===== config.mk =====
export PLATFORM = sky130hd
export DESIGN_NAME = debounce_multi
export DESIGN_NICKNAME = d
export VERILOG_FILES = /design/src/rtl/debounce_multi.sv
export SDC_FILE = /design/constraint.sdc
export NUM_CORES = 1
export LEC_CHECK = 0
export ABC_AREA = 1
export CORE_ASPECT_RATIO = 0.6
export CORE_MARGIN = 2
export CORE_UTILIZATION = 35
export CTS_BUF_LIST = sky130_fd_sc_hd__clkbuf_4 sky130_fd_sc_hd__clkbuf_8
export CTS_CLUSTER_SIZE = 10
export DETAILED_ROUTE_END_ITERATION = 16
export GPL_ROUTABILITY_DRIVEN = 0
export MAX_ROUTING_LAYER = met4
export PLACE_DENSITY = 0.5
export SLEW_MARGIN = 0
export SYNTH_ARGS = -nofsm -noshare
export SYNTH_HDL_FRONTEND = slang
export SYNTH_SLANG_ARGS = --single-unit

===== constraint.sdc =====
create_clock -name clk -period 4.7 [get_ports clk]
set_clock_uncertainty 0.1 [all_clocks]
set_input_delay 0.94 -clock clk [delete_from_list [all_inputs] [get_ports clk]]
set_output_delay 0.94 -clock clk [all_outputs]
set_load 0.01 [all_outputs]

===== src/rtl/debounce_multi.sv =====
// rtl/debounce_multi.sv - N-channel switch debouncer with synchroniser, stability counter and edge strobes
module debounce_multi #(
    parameter int N           = 4,
    parameter int DELAY       = 10000,
    parameter int SYNC_STAGES = 2
) (
    input  logic         clk,
    input  logic         reset,
    input  logic [N-1:0] en,
    input  logic [N-1:0] din,
    output logic [N-1:0] db_out,
    output logic [N-1:0] rise,
    output logic [N-1:0] fall,
    output logic         any_edge
);

    localparam int CNT_W = $clog2(DELAY + 1);
    localparam logic [CNT_W-1:0] DELAY_C = CNT_W'(DELAY);

    logic [SYNC_STAGES-1:0] sync_q [N];
    logic [N-1:0]           cand;
    logic [CNT_W-1:0]       cnt    [N];
    logic [N-1:0]           s;

    always_comb begin
        for (int i = 0; i < N; i++) begin
            s[i] = sync_q[i][SYNC_STAGES-1];
        end
    end

    always_ff @(posedge clk) begin
        for (int i = 0; i < N; i++) begin
            if (!reset) begin
                // Preload everything from the pin so reset release emits no strobe
                sync_q[i] <= {SYNC_STAGES{din[i]}};
                cand[i]   <= din[i];
                cnt[i]    <= '0;
                db_out[i] <= din[i];
                rise[i]   <= 1'b0;
                fall[i]   <= 1'b0;
            end else begin
                sync_q[i] <= {sync_q[i][SYNC_STAGES-2:0], din[i]};
                rise[i]   <= 1'b0;
                fall[i]   <= 1'b0;
                if (!en[i]) begin
                    cand[i] <= s[i];
                    cnt[i]  <= '0;
                end else if (s[i] != cand[i]) begin
                    cand[i] <= s[i];
                    cnt[i]  <= '0;
                end else if (cnt[i] != DELAY_C) begin
                    cnt[i] <= cnt[i] + 1'b1;
                end else if (cand[i] != db_out[i]) begin
                    // Counter saturates at DELAY; the level commits once and strobes once
                    db_out[i] <= cand[i];
                    rise[i]   <= cand[i];
                    fall[i]   <= ~cand[i];
                end
            end
        end
    end

    assign any_edge = |(rise | fall);

endmodule


==> impl_summary.log <==
[metrics] hold path depth: 2
[metrics] arrival time of the worst setup path: approximately 2.0 ns
[metrics] vias per cell: 4.65
[metrics] CP endpoint kind: primary output
[metrics] count of clock tree sinks: 80
[metrics] Core Footprint: 12300 um2
[metrics] achievable frequency: between 0.3 and 0.4 GHz
[metrics] final worst path period need: 3.06 ns
[metrics] flop-to-flop setup slack: between 2 and 3 ns
[metrics] hold path startpoint: sync_q[1][0]
[metrics] sequential power share: a little under three fifths
[metrics] WHS Endpoint: sync_q[1][1]
[metrics] number of buffers created by CTS: 9
[metrics] Root Buffer: clkbuf_8
[metrics] antenna violations before repair: 0
[metrics] switching power share of the total: 22.6%
[metrics] first-pass detailed-route iteration total: 4
[metrics] detailed placer's ending HPWL: a little under 7 mm
[metrics] cell count of the worst reg-to-reg path: 7
[metrics] max-capacitance violation count: 0
[metrics] Port Buffers: 22
[metrics] Resized cells post-CTS: 0
[metrics] list of cells traversed by the critical path: nor4_1 > nand2_1 > clkdlybuf4s50_1
[metrics] clock slew seen by the registers of the worst setup and hold paths: 0.08 ns
[metrics] CTS tree: built
[metrics] Yosys warnings: 0
[metrics] worst-path cell with the longest stage delay: nor4_1
[metrics] commonest non-fill, non-tap cell in the layout: nand2_1
[metrics] critical path launch point type: flip-flop
[metrics] clock latency of the later-clocked register in the worst-skew pair: 0.35 ns
[metrics] Die Y-Extent: 91.6 um
[metrics] sequential fraction of the synthesis area: 50.0%
[metrics] setup bufs post-CTS: 0
[metrics] antenna fix cells: 0
[metrics] top library cells by usage in the layout, fill and taps aside: nand2_1, nor2_1, inv_1
[metrics] wire length of the first global-routing pass: approximately 16 mm
[metrics] post-route antenna net violation count: 0
[metrics] worst path bufs/invs: 1
[metrics] Hold Worst Slack: between 0.3 and 0.4 ns
[metrics] summed instance area of the synthesized netlist: 4480 um2
[metrics] longest individual stage delay on the worst path: roughly 0.7 ns
[metrics] maximum ir drop on the vdd rail: 0.000149 V
[metrics] total count of hold-check failures in the final report: 0
[metrics] total power divided by cell area: 271 nW/um2
[metrics] net load switching power: 310 uW
[metrics] gr ovfl total: 0
[metrics] cells after synthesis: 552
[metrics] worst r2r src: cnt[1][0]
[metrics] setup TNS: 0 ns
[metrics] synthesis-to-finish area growth: 12.8%
[metrics] horizontal die dimension: 150 um
[metrics] Initial Util: between 30% and 40%
[metrics] register bit count reported by yosys: 80
[metrics] Fill cells: approximately 1300
[metrics] path category of the worst min-delay check: flip-flop to flip-flop
[metrics] Leak: approximately 0.0018 uW
[metrics] Max FO, Critical Path: 2
[metrics] Yosys top cell by area: edfxtp_1
[metrics] main area contributors after synthesis: edfxtp_1, nand2_1, nor2_1
[metrics] vias in the first global route: 3180
[metrics] fraction of post-synthesis cell area in the top cell type by area: 42.9%
[metrics] status: complete, no violations
[metrics] Crit Reg-Reg Endpoint: cnt[1][0]
[metrics] kind of cell with the highest combined delay on the critical path: simple AND/OR/NAND/NOR gates
[metrics] Total GRT Usage: roughly 15%
[metrics] average footprint of a synthesized cell: 8.12 um2
[metrics] crit share post-route: around two thirds
[metrics] maximum number of pins on one net before global-route repair: 17
[metrics] post-synthesis cell type count: 26
[metrics] worst slack at placement: around 1.3 ns
[metrics] DR DRC count: 0
[metrics] detailed-route wire length per cell: between 10 and 15 um
[metrics] slew at the pin with the worst max-slew slack: 0.820 ns
[metrics] Setup WS post-layout: ~1.6 ns
[metrics] Max transition margin: about 45%
[metrics] number of ports placed on the die boundary: 23
[metrics] hold buffer count at cts: 0
[metrics] fin util: 41.2%
[metrics] number of max-slew violations in the final report: 0
[metrics] iteration-0 DRC count of the detailed router: between 200 and 300
[metrics] site row count: 31
[metrics] post-synthesis net count: 570
[metrics] Routed WL: 9.23 mm
[metrics] Setup-failing EPs final: 0
[metrics] Critical Path RT: approximately 3.7 ns
[metrics] Die ar.: approximately 14000 um2
[metrics] share of total power in combinational logic: ~5.5%
[metrics] total number of H-tree levels: 3
[metrics] critical path class: flip-flop to primary output
[metrics] unrepaired setup endpoints after global routing: no
[metrics] Int Pwr: between 1000 and 1500 uW
[metrics] share of total power in the clock network: 37.3%
[metrics] fraction of final layout cells with drive strength greater than 1: under 10%
[metrics] Clock Tree Buf Depth: 2
[metrics] final-stage net count: slightly below 600
[metrics] routed via count: approximately 3500
[power groups by stage]
stage	Combinational, uW	Sequential [uW]	Clock, uW
floorplan	51.9	798	0
global placement	75.7	800	0
detailed placement	76.1	800	0
CTS	76.4	784	530
global route	85.8	786	559
finish	75.6	784	512
[cells in the mapped netlist]
cell type  instances
xor2_1            11
nor4_1             2
or2_2              2
nand3_1           40
ha_1               8
nand2_1          138
nor2_4             2
a21oi_1           23
nand4_1           20
xnor2_1            9
o21bai_1           1
nand3_2            1
nor2_1            99
edfxtp_1          64
nor3_4             1
o21ai_0           13
nand2_2            5
a21oi_2            4
nor2_2             9
inv_1             70
inv_2              2
clkbuf_1           2
dfxtp_1           16
nand3b_1           6
buf_6              3
buf_4              1
[stage by stage]
| stage | power [uW] | std cells | area (um2) |
|---|---|---|---|
| 3_5_place_dp | 876 | 733 | 4860 |
| 5_1_grt | 1430 | 749 | 5050 |
| 2_1_floorplan | 850 | 552 | 4480 |
| 3_3_place_gp | 876 | 733 | 4860 |
| 4_1_cts | 1390 | 749 | 5050 |
| 6_report | 1370 | 749 | 5050 |
[sequential cells by signal, summed over array words and instances (netlist names)]
register and cells:
cnt 56, rise 4, fall 4, cand 4
sync_q 8, db_out 4
[logic make-up (layout without fill, tap and decap cells)]
group | count (synthesis) | in the layout | synth area share (%)
compound gates | 41 | 41 | 4.97
xor+xnor | 20 | 20 | 3.91
fa+ha+maj | 8 | 8 | 2.23
flops | 80 | 80 | 50.0
buf+inv | 78 | 110 | 7.12
simple gates | 325 | 325 | 31.7
[worst min-delay path: stages, from the launching register on]
cell and delay [ns]:
dfxtp_1 0.31, nand2_1 0.04, nand2_1 0.05
[area by class of cell]
type / instances / area [um2] / share of cell area, %
Clock buffer: 12 / 146 / 2.90
Tap cell: 165 / 206 / 4.09
Timing Repair Buffer: 22 / 220 / 4.36
Inverter: 72 / 270 / 5.35
Sequential cell: 80 / 2240 / 44.4
Multi-Input combinational cell: 394 / 1920 / 38.0
Clock inverter: 4 / 47.5 / 0.941
[metal layers]
metal | track usage (%) | wire length, um | vias to the layer above
li1 | - | - | 1849
met5 | - | 0 | -
met1 | 23.2 | 5300 | 1553
met2 | 18.5 | 3370 | 66
met3 | 4.13 | 412 | 12
met4 | 4.09 | 144 | 0
[worst max path at each step]
stage	start	to	cells past startpoint
final	fall[0]	any_edge	3
after global placement	reset	cnt[3][7]	4
after global routing	fall[0]	any_edge	3
after CTS	fall[0]	any_edge	3
after detailed placement	reset	cnt[3][9]	4
after floorplan	reset	cnt[3][0]	3
Power figures use the tool's default switching activity.
